$ cat src/rtl/mem_ctrl_if.sv
// mem_ctrl_if: requester (IF, MEM) and RAM bus bundle for mem_ctrl.
//   slave  - the controller side (mem_ctrl)
//   master - the environment side (requesters + RAM)
interface mem_ctrl_if #(
    parameter int unsigned ADDR_W = 32
);
    // instruction fetch requester
    logic              if_req;
    logic [ADDR_W-1:0] if_addr;
    logic              if_flush;
    logic              if_done;
    logic [31:0]       if_data;
    // data access requester
    logic              mem_req;
    logic              mem_we;
    logic [ADDR_W-1:0] mem_addr;
    logic [1:0]        mem_len;
    logic [31:0]       mem_wdata;
    logic              mem_done;
    logic [31:0]       mem_rdata;
    // byte-wide RAM port
    logic [ADDR_W-1:0] ram_a;
    logic              ram_wr;
    logic [7:0]        ram_dout;
    logic [7:0]        ram_din;
    // I/O write buffer back-pressure
    logic              io_full;

    modport slave (
        input  if_req, if_addr, if_flush,
        output if_done, if_data,
        input  mem_req, mem_we, mem_addr, mem_len, mem_wdata,
        output mem_done, mem_rdata,
        output ram_a, ram_wr, ram_dout,
        input  ram_din, io_full
    );

    modport master (
        output if_req, if_addr, if_flush,
        input  if_done, if_data,
        output mem_req, mem_we, mem_addr, mem_len, mem_wdata,
        input  mem_done, mem_rdata,
        input  ram_a, ram_wr, ram_dout,
        output ram_din, io_full
    );
endinterface

$ cat src/rtl/mem_ctrl.sv
// mem_ctrl: single-port byte-wide RAM arbiter between instruction fetch and
// data access. Serialises 1/2/4-byte transactions into byte cycles, assembles
// read data little-endian and pulses a per-requester done.
// Optional feature macro: MEM_CTRL_IO_STALL_EN (writes at/above IO_BASE stall
// on io_full).
module mem_ctrl #(
    parameter int unsigned       ADDR_W  = 32,
    parameter logic [ADDR_W-1:0] IO_BASE = ADDR_W'(32'h0003_0000)
) (
    input logic       clk,
    input logic       rst,
    mem_ctrl_if.slave bus
);
    typedef enum logic [1:0] {IDLE, IF_RD, MEM_RD, MEM_WR} state_t;

    state_t            r_state,     w_state_nx;
    logic [2:0]        r_cnt,       w_cnt_nx;
    logic [2:0]        r_len,       w_len_nx;
    logic [ADDR_W-1:0] r_addr,      w_addr_nx;
    logic [31:0]       r_wdata,     w_wdata_nx;
    logic [31:0]       r_buf,       w_buf_nx;
    logic [ADDR_W-1:0] r_ram_a,     w_ram_a_nx;
    logic              r_ram_wr,    w_ram_wr_nx;
    logic [7:0]        r_ram_dout,  w_ram_dout_nx;
    logic              r_if_done,   w_if_done_nx;
    logic [31:0]       r_if_data,   w_if_data_nx;
    logic              r_mem_done,  w_mem_done_nx;
    logic [31:0]       r_mem_rdata, w_mem_rdata_nx;
    logic [2:0]        w_mem_n;
    logic [2:0]        w_cnt_inc;
    logic              w_stall;

    // byte count from mem_len (encoding 2 is treated as a full word)
    assign w_mem_n   = (bus.mem_len == 2'd0) ? 3'd1 :
                       (bus.mem_len == 2'd1) ? 3'd2 : 3'd4;
    assign w_cnt_inc = r_cnt + 3'd1;

`ifdef MEM_CTRL_IO_STALL_EN
    logic r_io, w_io_nx;
    assign w_stall = r_io && bus.io_full;

    // I/O-region flag of the granted write
    always_ff @(posedge clk or negedge rst) begin
        if (!rst) r_io <= 1'b0;
        else      r_io <= w_io_nx;
    end

    // flag is only recomputed at a MEM grant
    always_comb begin
        w_io_nx = r_io;
        if (r_state == IDLE && bus.mem_req) w_io_nx = (bus.mem_addr >= IO_BASE);
    end
`else
    logic w_unused;
    assign w_stall  = 1'b0;
    assign w_unused = &{1'b0, bus.io_full, IO_BASE};
`endif

    // state and datapath registers
    always_ff @(posedge clk or negedge rst) begin
        if (!rst) begin
            r_state     <= IDLE;
            r_cnt       <= '0;
            r_len       <= '0;
            r_addr      <= '0;
            r_wdata     <= '0;
            r_buf       <= '0;
            r_ram_a     <= '0;
            r_ram_wr    <= 1'b0;
            r_ram_dout  <= '0;
            r_if_done   <= 1'b0;
            r_if_data   <= '0;
            r_mem_done  <= 1'b0;
            r_mem_rdata <= '0;
        end else begin
            r_state     <= w_state_nx;
            r_cnt       <= w_cnt_nx;
            r_len       <= w_len_nx;
            r_addr      <= w_addr_nx;
            r_wdata     <= w_wdata_nx;
            r_buf       <= w_buf_nx;
            r_ram_a     <= w_ram_a_nx;
            r_ram_wr    <= w_ram_wr_nx;
            r_ram_dout  <= w_ram_dout_nx;
            r_if_done   <= w_if_done_nx;
            r_if_data   <= w_if_data_nx;
            r_mem_done  <= w_mem_done_nx;
            r_mem_rdata <= w_mem_rdata_nx;
        end
    end

    // arbitration, byte sequencing and read-data assembly
    always_comb begin
        w_state_nx     = r_state;
        w_cnt_nx       = r_cnt;
        w_len_nx       = r_len;
        w_addr_nx      = r_addr;
        w_wdata_nx     = r_wdata;
        w_buf_nx       = r_buf;
        w_ram_a_nx     = r_ram_a;
        w_ram_wr_nx    = 1'b0;
        w_ram_dout_nx  = r_ram_dout;
        w_if_done_nx   = 1'b0;
        w_if_data_nx   = r_if_data;
        w_mem_done_nx  = 1'b0;
        w_mem_rdata_nx = r_mem_rdata;
        case (r_state)
            IDLE: begin
                if (bus.mem_req) begin
                    w_addr_nx  = bus.mem_addr;
                    w_len_nx   = w_mem_n;
                    w_wdata_nx = bus.mem_wdata;
                    w_cnt_nx   = '0;
                    w_buf_nx   = '0;
                    if (bus.mem_we) begin
                        w_state_nx = MEM_WR;
                    end else begin
                        w_state_nx = MEM_RD;
                        w_ram_a_nx = bus.mem_addr;
                    end
                end else if (bus.if_req && !bus.if_flush) begin
                    w_addr_nx  = bus.if_addr;
                    w_len_nx   = 3'd4;
                    w_cnt_nx   = '0;
                    w_buf_nx   = '0;
                    w_ram_a_nx = bus.if_addr;
                    w_state_nx = IF_RD;
                end
            end
            // Reads: the first address goes out at the grant edge, so each
            // edge here issues byte cnt+1 and captures byte cnt-1 (one-cycle
            // RAM latency); the edge with cnt == len captures the last byte.
            IF_RD, MEM_RD: begin
                if (r_state == IF_RD && bus.if_flush) begin
                    w_state_nx = IDLE;
                end else begin
                    if (w_cnt_inc < r_len)
                        w_ram_a_nx = r_addr + ADDR_W'(w_cnt_inc);
                    if (r_cnt != 3'd0)
                        w_buf_nx[{r_cnt - 3'd1, 3'b000} +: 8] = bus.ram_din;
                    if (r_cnt == r_len) begin
                        w_state_nx = IDLE;
                        if (r_state == IF_RD) begin
                            w_if_done_nx = 1'b1;
                            w_if_data_nx = w_buf_nx;
                        end else begin
                            w_mem_done_nx  = 1'b1;
                            w_mem_rdata_nx = w_buf_nx;
                        end
                    end else begin
                        w_cnt_nx = w_cnt_inc;
                    end
                end
            end
            MEM_WR: begin
                if (r_cnt == r_len) begin
                    w_state_nx    = IDLE;
                    w_mem_done_nx = 1'b1;
                end else if (!w_stall) begin
                    w_ram_a_nx    = r_addr + ADDR_W'(r_cnt);
                    w_ram_wr_nx   = 1'b1;
                    w_ram_dout_nx = r_wdata[{r_cnt[1:0], 3'b000} +: 8];
                    w_cnt_nx      = w_cnt_inc;
                end
            end
            default: w_state_nx = IDLE;
        endcase
    end

    assign bus.ram_a     = r_ram_a;
    assign bus.ram_wr    = r_ram_wr;
    assign bus.ram_dout  = r_ram_dout;
    assign bus.if_done   = r_if_done;
    assign bus.if_data   = r_if_data;
    assign bus.mem_done  = r_mem_done;
    assign bus.mem_rdata = r_mem_rdata;
endmodule

$ cat src/flat_wrapper.sv
// flat-port wrapper written by rule: the top's interface ports become plain ports
module mem_ctrl_flat 
#(
    parameter int unsigned       ADDR_W  = 32,
    parameter logic [ADDR_W-1:0] IO_BASE = ADDR_W'(32'h0003_0000)
)
  (clk, rst, bus_if_req, bus_if_addr, bus_if_flush, bus_if_done, bus_if_data, bus_mem_req, bus_mem_we, bus_mem_addr, bus_mem_len, bus_mem_wdata, bus_mem_done, bus_mem_rdata, bus_ram_a, bus_ram_wr, bus_ram_dout, bus_ram_din, bus_io_full);
  mem_ctrl_if #(.ADDR_W(ADDR_W)) bus_i ();
  input logic clk;
  input logic rst;
  input wire logic [$bits(bus_i.if_req)-1:0] bus_if_req;
  input wire logic [$bits(bus_i.if_addr)-1:0] bus_if_addr;
  input wire logic [$bits(bus_i.if_flush)-1:0] bus_if_flush;
  output wire logic [$bits(bus_i.if_done)-1:0] bus_if_done;
  output wire logic [$bits(bus_i.if_data)-1:0] bus_if_data;
  input wire logic [$bits(bus_i.mem_req)-1:0] bus_mem_req;
  input wire logic [$bits(bus_i.mem_we)-1:0] bus_mem_we;
  input wire logic [$bits(bus_i.mem_addr)-1:0] bus_mem_addr;
  input wire logic [$bits(bus_i.mem_len)-1:0] bus_mem_len;
  input wire logic [$bits(bus_i.mem_wdata)-1:0] bus_mem_wdata;
  output wire logic [$bits(bus_i.mem_done)-1:0] bus_mem_done;
  output wire logic [$bits(bus_i.mem_rdata)-1:0] bus_mem_rdata;
  output wire logic [$bits(bus_i.ram_a)-1:0] bus_ram_a;
  output wire logic [$bits(bus_i.ram_wr)-1:0] bus_ram_wr;
  output wire logic [$bits(bus_i.ram_dout)-1:0] bus_ram_dout;
  input wire logic [$bits(bus_i.ram_din)-1:0] bus_ram_din;
  input wire logic [$bits(bus_i.io_full)-1:0] bus_io_full;
  assign bus_i.if_req = bus_if_req;
  assign bus_i.if_addr = bus_if_addr;
  assign bus_i.if_flush = bus_if_flush;
  assign bus_if_done = bus_i.if_done;
  assign bus_if_data = bus_i.if_data;
  assign bus_i.mem_req = bus_mem_req;
  assign bus_i.mem_we = bus_mem_we;
  assign bus_i.mem_addr = bus_mem_addr;
  assign bus_i.mem_len = bus_mem_len;
  assign bus_i.mem_wdata = bus_mem_wdata;
  assign bus_mem_done = bus_i.mem_done;
  assign bus_mem_rdata = bus_i.mem_rdata;
  assign bus_ram_a = bus_i.ram_a;
  assign bus_ram_wr = bus_i.ram_wr;
  assign bus_ram_dout = bus_i.ram_dout;
  assign bus_i.ram_din = bus_ram_din;
  assign bus_i.io_full = bus_io_full;
  mem_ctrl #(.ADDR_W(ADDR_W), .IO_BASE(IO_BASE)) u_core (.clk(clk), .rst(rst), .bus(bus_i));
endmodule
$ cat config.mk
export PLATFORM = sky130hd
export DESIGN_NAME = mem_ctrl_flat
export DESIGN_NICKNAME = d
export VERILOG_FILES = /design/src/rtl/mem_ctrl_if.sv /design/src/rtl/mem_ctrl.sv /design/src/flat_wrapper.sv
export SDC_FILE = /design/constraint.sdc
export NUM_CORES = 1
export LEC_CHECK = 0
export ABC_CLOCK_PERIOD_IN_PS = 7200
export BUFFER_PORTS_ARGS = -buffer_cell sky130_fd_sc_hd__buf_2
export CORE_MARGIN = 1.5
export CORE_UTILIZATION = 59
export CTS_CLUSTER_SIZE = 10
export DETAILED_ROUTE_END_ITERATION = 8
export HOLD_SLACK_MARGIN = 0.03
export PLACE_DENSITY_LB_ADDON = 0.1
export REMOVE_ABC_BUFFERS = 1
export SYNTH_ARGS = -nofsm -noshare
export SYNTH_HDL_FRONTEND = slang
export SYNTH_SLANG_ARGS = --single-unit
$ cat constraint.sdc
create_clock -name clk -period 7.2 [get_ports clk]
set_input_delay 1.44 -clock clk [delete_from_list [all_inputs] [get_ports clk]]
set_output_delay 1.44 -clock clk [all_outputs]
set_load 0.02 [all_outputs]
Word-level counts from Yosys, hierarchy flattened
Index checks and enable logic that the tools add are counted.
- bits in registers: 211
- latch bits: 0
- bits in writable memories: 0
- memory bits (read-only): 0
- bits of input ports: 113
- output and inout port bits: 107
- word-level logic and storage cells: 92
- memories kept: 0
- add/sub/neg operators: 5
- multiply operators: 0
- divide/modulo/power cells: 0
- order comparisons: 1
- equal/unequal tests: 10
- shifts and indexed selects: 3
- muxes and demuxes: 40
- bitwise gates (word level): 3
- reductions and logical operators: 17
- operators by type and width (operator ; number):
    2-to-1 mux 32 bit ; 11
    case mux 32 bit (3 select lines) ; 1
    adder 32 x 3 -> 32 bit ; 2
    case mux 32 bit (2 select lines) ; 1
    bitwise mux 32 bit ; 1
    variable shift 8 x 8 -> 32 bit (first input constant) ; 1
    variable part select 32 x 6 -> 8 bit ; 1
    variable part select 8 x 8 -> 32 bit ; 1
    2-to-1 mux 3 bit ; 8
    2-to-1 mux 1 bit ; 11
    case mux 3 bit (3 select lines) ; 1
    2-to-1 mux 2 bit ; 4
    negator 6 -> 8 bit ; 1
    AND reduction 2 bit ; 4
    AND reduction 4 bit ; 2
    case mux 2 bit (3 select lines) ; 1
    AND reduction 5 bit ; 1
    == test 2 x 1 -> 1 bit (second input constant) ; 2
    == test 2 bit (second input constant) ; 2
    logical NOT 2 bit ; 2
    inequality test 2 bit (second input constant) ; 2
    nonzero test 2 bit ; 2
    adder 3 x 1 -> 3 bit (second input constant) ; 1
    == test 3 bit ; 1
    other kinds (12) ; 15

Depth between registers and ports, before layout
Gate-level depths: netlist of the first run.
- depth after elaboration: 7
- mapped depth: 11
- gate-level depth less buffers: 10

Worst setup path before layout of the first run
OpenSTA, ideal clock, no wires.
- path kind: register to register
- start point: register u_core.r_cnt[1]
- end point: register u_core.r_ram_a[16] (netlist: u_core.bus.ram_a[16])
- library setup time: 0.125 ns
- arrival: 3.083 ns
- required time: 7.075 ns
- slack: 3.992 ns
- stages on the path, launching flop included: 12
- buffers on the path: 1
- period minus slack after synthesis: 3.208 ns
- cells stage by stage: dfrtp_1 clkbuf_1 inv_1 ha_1 mux2_2 inv_1 fa_1 nor2b_1 o2111ai_2 o31a_1 o31ai_1 o21ai_1
- word-level cells in the longest chain between the ends: 5
- elaborated cells on any way between the ends: 12
- those cells by class: add/sub (3); order compare (1); eq/ne (3); mux (4); reduce/logical (1)
- RTL lines (item ; RTL line ; RTL):
    start, declared ; mem_ctrl.sv:17 ; logic [2:0] r_cnt, w_cnt_nx;
    start signal, assigned ; mem_ctrl.sv:77 ; r_cnt <= w_cnt_nx;
    adder 3 x 1 -> 3 bit ; mem_ctrl.sv:36 ; assign w_cnt_inc = r_cnt + 3'd1;
    adder 32 x 3 -> 32 bit ; mem_ctrl.sv:138 ; w_ram_a_nx = r_addr + ADDR_W'(w_cnt_inc);
    2-to-1 mux 32 bit ; mem_ctrl.sv:137 ; if (w_cnt_inc < r_len)
    2-to-1 mux 32 bit ; mem_ctrl.sv:134 ; if (r_state == IF_RD && bus.if_flush) begin
    case mux 32 bit (3 select lines) ; mem_ctrl.sv:107 ; case (r_state)
    end signal, assigned ; mem_ctrl.sv:82 ; r_ram_a <= w_ram_a_nx;
    end, declared ; mem_ctrl.sv:22 ; logic [ADDR_W-1:0] r_ram_a, w_ram_a_nx;
Parallel ways exist; a longest one is shown, timed or not. The select of a mux whose other input is x is not followed.
A chain may end at the register's enable or synchronous reset.

Final worst setup path of the first run
- start point: register u_core.r_cnt[0]
- end point: register u_core.r_ram_a[20] (netlist: u_core.bus.ram_a[20])
Same word-level chain as after synthesis.

==> results of run 1 <==
[final cells by class]
| type | instances | area [µm²] | share of cell area |
|---|---|---|---|
| Sequential cell | 211 | 5280 | 0.441 |
| Multi-Input combinational cell | 663 | 4490 | 0.375 |
| Timing Repair Buffer | 228 | 1170 | 0.0982 |
| Clock buffer | 28 | 647 | 0.0540 |
| Tap cell | 220 | 275 | 0.0230 |
| Inverter | 22 | 82.6 | 0.00690 |
| Clock inverter | 2 | 16.3 | 0.00136 |
[flip-flops by register name, indices dropped and copies added (netlist names)]
name / count
u_core.r_buf: 32
u_core.bus.if_done: 1
u_core.r_len: 3
u_core.bus.ram_dout: 8
u_core.r_addr: 32
u_core.bus.mem_done: 1
u_core.bus.ram_a: 32
u_core.bus.if_data: 32
u_core.r_cnt: 3
u_core.r_state: 2
u_core.bus.mem_rdata: 32
u_core.bus.ram_wr: 1
u_core.r_wdata: 32
[worst register-to-register path: stages (launching register included)]
cell       delay, ps
dfrtp_1         1000
inv_1            340
ha_1             620
mux2_2           250
inv_1             60
fa_1             420
nor2b_1          420
o2111ai_2        330
o31a_1           370
o31ai_1          260
o21ai_1          100
[synth_stat cells, types with 15 or more instances]
cell type / instances
nor3_1: 18
nand2_1: 137
mux2i_1: 49
o21ai_1: 16
ha_1: 17
a22o_1: 33
buf_2: 16
nor2_1: 31
inv_1: 22
a21oi_1: 32
o21ai_0: 119
xnor2_1: 15
clkbuf_1: 42
mux2_2: 45
dfrtp_1: 211
[kinds of logic (layout without fill, tap and decap cells)]
logic type,count (synthesis),after routing,synth area share
adder cells (fa/ha/maj),18,18,0.0230
flip-flops,211,211,0.522
AND/OR/NAND/NOR,255,255,0.117
buffers and inverters,85,280,0.0339
multiplexers,112,112,0.128
XOR/XNOR,25,25,0.0217
AO/OA/AOI/OAI,253,253,0.154
[per-stage QoR]
stage / std cells / worst slack [ps]
after floorplan: 896 / 3290
after global placement: 1344 / 2990
after detailed placement: 1344 / 2870
after CTS: 1374 / 2820
after global routing: 1374 / 2530
final: 1374 / 2920
[layer usage]
metal | global-route usage | up-vias | share of wire
met2 | 0.450 | 234 | 0.49
met5 | 0 | - | 0.00051
li1 | - | 3781 | -
met1 | 0.355 | 3784 | 0.43
met4 | 0.0719 | 2 | 0.020
met3 | 0.0423 | 43 | 0.061
[power breakdown]
group          switching, mW  internal, mW
sequential             0.316          1.60
combinational           1.35         0.880
clock                  0.457         0.626
[worst min-delay path by stage]
stage / start / endpoint / slack, ps
final: u_core.bus.mem_rdata[1] / u_core.bus.mem_rdata[1] / 470
after global placement: u_core.bus.mem_rdata[3] / u_core.bus.mem_rdata[3] / 460
after CTS: u_core.bus.mem_rdata[14] / u_core.bus.mem_rdata[14] / 480
after global routing: u_core.bus.if_data[12] / u_core.bus.if_data[12] / 490
after detailed placement: u_core.bus.mem_rdata[14] / u_core.bus.mem_rdata[14] / 460
after floorplan: u_core.r_len[0] / u_core.r_len[0] / 460
==> impl_metrics.yaml, run 1 <==
cells_and_area:
  fillCellCount: 1254
  fin_area_um2: 12000
  final_common_cell: "buf_2"
  area_growth_pct: 18.4
  drive_above_1_share: 0.278
  diodes: 0
  layout_common_cells: "buf_2 (217), dfrtp_1 (211), nand2_1 (137), o21ai_0 (119), mux2i_1 (49)"
  utilization: 0.719
  fin_nets: 1282
drt:
  drcViolationCount: 0
  via_per_inst: 5.71
  wl_per_cell_um: 17.1
  dr.pass1.iters: 5
  ant_nets: 0
  wl_um: 23500
  drt-initial-drc-count: 449
  num_vias: 7844
placed_design:
  placed_cell_area_um2: 11300
  gp_congestion: 0.809
  numPortBuffers: 218
  dp_hpwl_um: 15900
global_routing:
  grt_util_all_layers: 0.265
  antenna_found_initial: 1
  grt_pass1_wl_um: 38500
  grt_overflow: 0
  grt_pass1_vias: 7635
  grt_max_degree: 76
logic_synthesis:
  synth.area.top_cells: "dfrtp_1 (52%), o21ai_0 (5.9%), nand2_1 (5.1%)"
  async_reset_ff_frac: 1.00
  ys_seq_area_frac: 0.522
  synthFlopType: "dfrtp_1"
  yosysTopAreaCell: "dfrtp_1"
  yosysTopAreaCellShare: 0.522
  ys_seq_elements: 211
  synthCells: 959
  syn_area_um2: 10100
  synth_warnings: 0
  ys_types: 52
  synth_edf_count: 0
  avgSynthCellArea_um2: 10.5
die:
  die_w_um: 134
  rows: 47
  core_um2: 16600
  pin_count: 220
  initial_utilization: 0.607
  die-area_um2: 17900
  fp.dieH_um: 134
hold_path:
  holdPathStages: 2
  hp-class: "reg -> reg"
clocking:
  h-tree-depth: 1
  cts.repair.resized: 0
  cts-root-buf: "clkbuf_16"
  cts-buffers-inserted: 25
  cts_setup_buffers: 0
  clk_pin_slew_ps: 60
  cts_hold_buf: 0
  clk_latency_ps: 510
  cts.sinks: 211
  ctsLongestPathBuffers: 3
  cts_tree: "yes"
power_and_ir_drop:
  vdd_drop_max_v: 0.000273
  leakage_nw: 5.70
  power_mw: 5.22
  p_per_area_nw_per_um2: 436
setup_path:
  slowest_delay_ps: 1000
  crit_path_end_kind: "flop"
  endpoint: "u_core.bus.ram_a[20]"
  worstReg2RegEnd: "u_core.bus.ram_a[20]"
  start_kind: "flop"
  required_ps: 7570
  r2r_start: "u_core.r_cnt[0]"
  crit_start: "u_core.r_cnt[0]"
  cp_top_family: "compound AO/OA/AOI/OAI gates"
  arrival_ps: 4660
  path_depth: 10
  crit_buf_inv: 2
  cp_slowest_cell: "dfrtp_1"
  reg2regPathDepth: 10
  path_cells: "inv_1 > ha_1 > mux2_2 > inv_1 > fa_1 > nor2b_1 > o2111ai_2 > o31a_1 > o31ai_1 > o21ai_1"
  path_class: "reg -> reg"
  cpMostUsedCell: "inv_1"
  critPathMaxFanout: 19
  reg2reg_setup_slack_ps: 2920
outcome:
  status: "finished clean"
sta:
  fin_crit_ps: 4280
  post-route-period-util: 0.595
  rsz0062_at_grt: "false"
  tns_ps: 0
  worst_pin_slew_ps: 1200
  fmax_mhz: 234
  hold_viol_final: 0
  slew_violations: 0
  timing.hold.ws_ps: 469
  relSlewSlack: 0.194
  finClkSkew_ps: 9.17
  setup_violations: 0
job:
  maxCapViolations: 0
Note: power is estimated with default switching activity, not from simulation.
==> run 2: changes to the inputs <==
- ABC_CLOCK_PERIOD_IN_PS: 7200 -> 3930
- CORE_UTILIZATION: 59 -> 50
- clock period: 7.2 -> 3.93 ns (I/O delays scaled with it)
==> run 2 against run 1 <==
  * Die area up 18%
  * Critical path depth unchanged
  * Critical endpoint is now u_core.bus.ram_a[16]
  * Largest cell class unchanged
  * Largest power group unchanged
  * Clock-buffer cell count down 1
==> impl_metrics.yaml, run 2 (synthesized netlist as in run 1, its figures left out) <==
outcome:
  status: "finished clean"
placed_design:
  numPortBuffers: 218
  placed_cell_area_um2: 11400
  dp_hpwl_um: 16700
  gp_congestion: 0.784
sta:
  setup_violations: 0
  rsz0062_at_grt: "false"
  relSlewSlack: 0.429
  fmax_mhz: 306
  fin_crit_ps: 3270
  hold_viol_final: 0
  finClkSkew_ps: 16.0
  post-route-period-util: 0.831
  timing.hold.ws_ps: 317
  worst_pin_slew_ps: 850
  tns_ps: 0
  slew_violations: 0
clocking:
  ctsLongestPathBuffers: 3
  cts-buffers-inserted: 25
  cts.sinks: 211
  cts.repair.resized: 0
  cts-root-buf: "clkbuf_16"
  h-tree-depth: 1
  cts_hold_buf: 0
  cts_tree: "yes"
  clk_pin_slew_ps: 60
  cts_setup_buffers: 0
  clk_latency_ps: 510
cells_and_area:
  final_common_cell: "buf_2"
  fin_area_um2: 12100
  fin_nets: 1292
  layout_common_cells: "buf_2 (217), dfrtp_1 (211), nand2_1 (137), o21ai_0 (119), mux2i_1 (49)"
  diodes: 0
  drive_above_1_share: 0.284
  area_growth_pct: 19.6
die:
  die_w_um: 145
  rows: 51
  initial_utilization: 0.514
  die-area_um2: 21100
  pin_count: 220
  fp.dieH_um: 145
  core_um2: 19700
setup_path:
  slowest_delay_ps: 530
  cp_slowest_cell: "ha_1"
  path_depth: 10
  critPathMaxFanout: 9
  path_class: "reg -> reg"
  start_kind: "flop"
  path_cells: "inv_1 > ha_1 > mux2_2 > inv_1 > fa_1 > nor2b_1 > o2111ai_2 > o31a_1 > o31ai_1 > o21ai_1"
  cp_top_family: "compound AO/OA/AOI/OAI gates"
  cpMostUsedCell: "inv_1"
  crit_path_end_kind: "flop"
  reg2regPathDepth: 10
  arrival_ps: 3640
  crit_buf_inv: 2
  required_ps: 4300
drt:
  drt-initial-drc-count: 315
  via_per_inst: 5.48
  ant_nets: 0
  wl_um: 24100
  drcViolationCount: 0
  dr.pass1.iters: 4
  num_vias: 7832
  wl_per_cell_um: 16.9
global_routing:
  antenna_found_initial: 3
  grt_util_all_layers: 0.234
  grt_pass1_wl_um: 40600
  grt_overflow: 0
  grt_max_degree: 96
  grt_pass1_vias: 7621
job:
  maxCapViolations: 0
power_and_ir_drop:
  leakage_nw: 5.74
  p_per_area_nw_per_um2: 792
  vdd_drop_max_v: 0.000398
hold_path:
  hp-class: "in -> async"
==> run 2: per-layer routing <==
layer	track usage	wire length [µm]
met5	0	14
met1	0.323	10700
met4	0.0587	498
met2	0.389	11600
met3	0.0343	1330
==> run 2: worst paths after layout <==
path | start | endpoint | slack [ps]
setup / recovery | u_core.r_cnt[0] | u_core.bus.ram_a[16] | 660
hold / removal | rst | u_core.bus.ram_wr | 320
setup reg to reg | u_core.r_cnt[0] | u_core.bus.ram_a[16] | 660
hold reg to reg | u_core.bus.if_data[19] | u_core.bus.if_data[19] | 470
max in group asynchronous | rst | u_core.bus.mem_rdata[31] | 2540
min in group clk | u_core.bus.if_data[19] | u_core.bus.if_data[19] | 470
==> run 2: where the power goes <==
part	total, mW	internal (mW)	switching, mW
sequential	3.44	2.93	0.506
clock	1.94	1.13	0.810
combinational	4.20	1.66	2.54
total	9.57	5.72	3.86
==> run 2: metrics by stage <==
stage | instances | setup slack (ps) | total power, mW | utilization
3_5_place_dp | 1399 | 685 | 7.69 | 0.582
2_1_floorplan | 896 | 531 | 6.30 | -
3_3_place_gp | 1399 | 715 | 7.59 | 0.582
5_1_grt | 1428 | 380 | 10.3 | 0.615
4_1_cts | 1428 | 671 | 9.66 | 0.615
6_report | 1428 | 665 | 9.57 | 0.615
==> run 2: cell type report <==
type	instances	area, µm²
Tap cell	265	332
Multi-Input combinational cell	663	4490
Fill cell	1682	7560
Clock inverter	2	17.5
Inverter	22	82.6
Timing Repair Buffer	238	1250
Clock buffer	27	633
Sequential cell	211	5280
==> run 3: changes to the inputs <==
- ABC_AREA: unset -> 1
- ABC_CLOCK_PERIOD_IN_PS: 3930 -> 3420
- CORE_UTILIZATION: 50 -> 55
- clock period: 3.93 -> 3.42 ns (I/O delays scaled with it)
==> run 3 against run 2 <==
  * Critical path depth rose by 5
  * Non-clock buffer count fell by 1
  * Sequential share of layout area fell by 1.6 points
  * Power rose by 24%
  * Clock power rose by 21%
  * Worst hold slack got worse by 200 ps
  * Synthesized cell count rose by 42%
  * Largest cell class unchanged
  * Highest routed layer is now met4
==> impl_metrics.yaml, run 3 <==
outcome:
  status: "finished clean"
sta:
  fmax_mhz: 331
  hold_viol_final: 0
  worst_pin_slew_ps: 798
  setup_violations: 0
  relSlewSlack: 0.468
  fin_crit_ps: 3020
  tns_ps: 0
  rsz0062_at_grt: "false"
  finClkSkew_ps: 12.2
  post-route-period-util: 0.883
  slew_violations: 0
cells_and_area:
  area_growth_pct: 17.9
  drive_above_1_share: 0.201
  final_common_cell: "nand2_1"
  diodes: 0
  seqCellArea_um2: 5280
  layout_common_cells: "nand2_1 (492), buf_2 (217), dfrtp_1 (211), nor2_1 (115), inv_1 (114)"
  fillCellCount: 1658
  multi_input_area_um2: 4530
  fin_nets: 1697
drt:
  drt-initial-drc-count: 657
  drcViolationCount: 0
  wl_per_cell_um: 14.3
  ant_nets: 0
  dr.pass1.iters: 5
  num_vias: 9539
  wl_um: 26100
  via_per_inst: 5.21
power_and_ir_drop:
  vdd_drop_max_v: 0.000582
  power_mw: 11.9
  leakage_nw: 6.48
  p_per_area_nw_per_um2: 947
logic_synthesis:
  synth_warnings: 0
  synthCells: 1366
  syn_area_um2: 10600
  synth_edf_count: 0
  ys_seq_area_frac: 0.496
  synth.area.top_cells: "dfrtp_1 (50%), nand2_1 (17%), o21ai_0 (4.1%)"
  yosysTopAreaCell: "dfrtp_1"
  yosysTopAreaCellShare: 0.496
  synthFlopType: "dfrtp_1"
  yosysMostFrequentCell: "nand2_1"
  ys_seq_elements: 211
  async_reset_ff_frac: 1.00
  ys_types: 41
  netlist_top_cells_count: "nand2_1 (492), dfrtp_1 (211), nor2_1 (115)"
  avgSynthCellArea_um2: 7.79
setup_path:
  required_ps: 3830
  start_kind: "flop"
  r2r_start: "u_core.r_cnt[0]"
  critPathMaxFanout: 6
  reg2regPathDepth: 15
  arrival_ps: 3430
  worstReg2RegEnd: "u_core.bus.ram_a[14]"
  path_class: "reg -> reg"
  reg2reg_setup_slack_ps: 400
  crit_path_end_kind: "flop"
global_routing:
  grt_pass1_vias: 8996
  grt_util_all_layers: 0.267
  grt_overflow: 0
  grt_pass1_wl_um: 44100
  grt_max_degree: 81
  antenna_found_initial: 0
clocking:
  cts_tree: "yes"
  clk_pin_slew_ps: 60
  cts.sinks: 211
  clk_latency_ps: 520
  cts_hold_buf: 0
  cts.repair.resized: 0
  cts-buffers-inserted: 25
  cts-root-buf: "clkbuf_16"
  h-tree-depth: 1
  ctsLongestPathBuffers: 3
  cts_setup_buffers: 0
hold_path:
  hp-class: "in -> async"
die:
  die-area_um2: 20200
  die_w_um: 142
  fp.dieH_um: 142
  core_um2: 18800
  initial_utilization: 0.565
  rows: 50
  pin_count: 220
placed_design:
  gp_congestion: 0.925
  numPortBuffers: 218
  dp_hpwl_um: 18200
job:
  maxCapViolations: 0
[run 3: changes by cell type in the layout (fill, tap and decap cells not counted), sizes merged, moves of 48 or more]
| cell | previous run | this run |
|---|---|---|
| nand3 | 13 | 70 |
| nor2 | 33 | 118 |
| mux2i | 49 | 1 |
| inv | 24 | 124 |
| mux2 | 55 | 0 |
| nand2 | 137 | 495 |
[run 3: critical path, stage by stage, from the launching register on]
cell and delay (ps):
dfrtp_1 340, inv_1 90, ha_1 410, inv_1 100
o21ai_0 240, inv_1 100, fa_1 450, inv_1 90
nand2_1 70, nand2_1 80, nand2_1 80, nor2_1 470
xor2_1 190, nand2_1 60, nand2_1 90, nand2_1 40
[run 3: final cells by class]
class,instances,share of cell area
flip-flops and latches,211,0.421
multi-input cells,968,0.361
repair buffers,237,0.100
clock buffers,30,0.0513
inverters,123,0.0374
well taps,260,0.0259
clock inverters,2,0.00399
[run 3: layer usage]
layer / vias up / wire length, µm / GRT usage
met3: 33 / 1610 / 0.0316
met4: 0 / 429 / 0.0651
met1: 4433 / 12600 / 0.405
met5: - / 0 / 0
met2: 297 / 11500 / 0.411
li1: 4776 / - / -
[run 3: metrics by stage]
step / hold slack (ps) / util / cell area, µm² / cells / setup slack, ps
floorplan: 388 / - / 10300 / 1302 / 164
global placement: 457 / 0.630 / 11900 / 1799 / 506
detailed placement: 460 / 0.630 / 11900 / 1799 / 449
CTS: 149 / 0.667 / 12600 / 1831 / 426
global route: 166 / 0.667 / 12600 / 1831 / 76.0
finish: 114 / 0.667 / 12600 / 1831 / 399
[run 3: worst max-delay path by stage]
stage                          startpoint              endpoint  depth (start not counted)
final                     u_core.r_cnt[0]  u_core.bus.ram_a[14]                         15
after global routing      u_core.r_cnt[0]  u_core.bus.ram_a[22]                         16
after CTS                 u_core.r_cnt[0]  u_core.bus.ram_a[14]                         15
after detailed placement  u_core.r_cnt[0]  u_core.bus.ram_a[14]                         15
after global placement    u_core.r_cnt[1]  u_core.bus.ram_a[22]                         16
after floorplan           u_core.r_cnt[0]  u_core.bus.ram_a[14]                         15
[run 3: logic make-up (layout without fill, tap and decap cells)]
logic type | count (synthesis) | count (layout) | synth area share
xor gates and xnor gates | 5 | 5 | 0.00482
adders and majority gates | 18 | 18 | 0.0219
AOI/OAI and AO/OA | 248 | 248 | 0.136
and+or+nand+nor | 696 | 696 | 0.261
buffers and inverters | 187 | 392 | 0.0791
DFF | 211 | 211 | 0.496
muxes | 1 | 1 | 0.000940
[run 3: where the power goes]
group / internal (mW) / switching (mW)
registers: 3.45 / 0.600
logic: 1.74 / 3.75
clock network: 1.39 / 0.963
total: 6.58 / 5.31
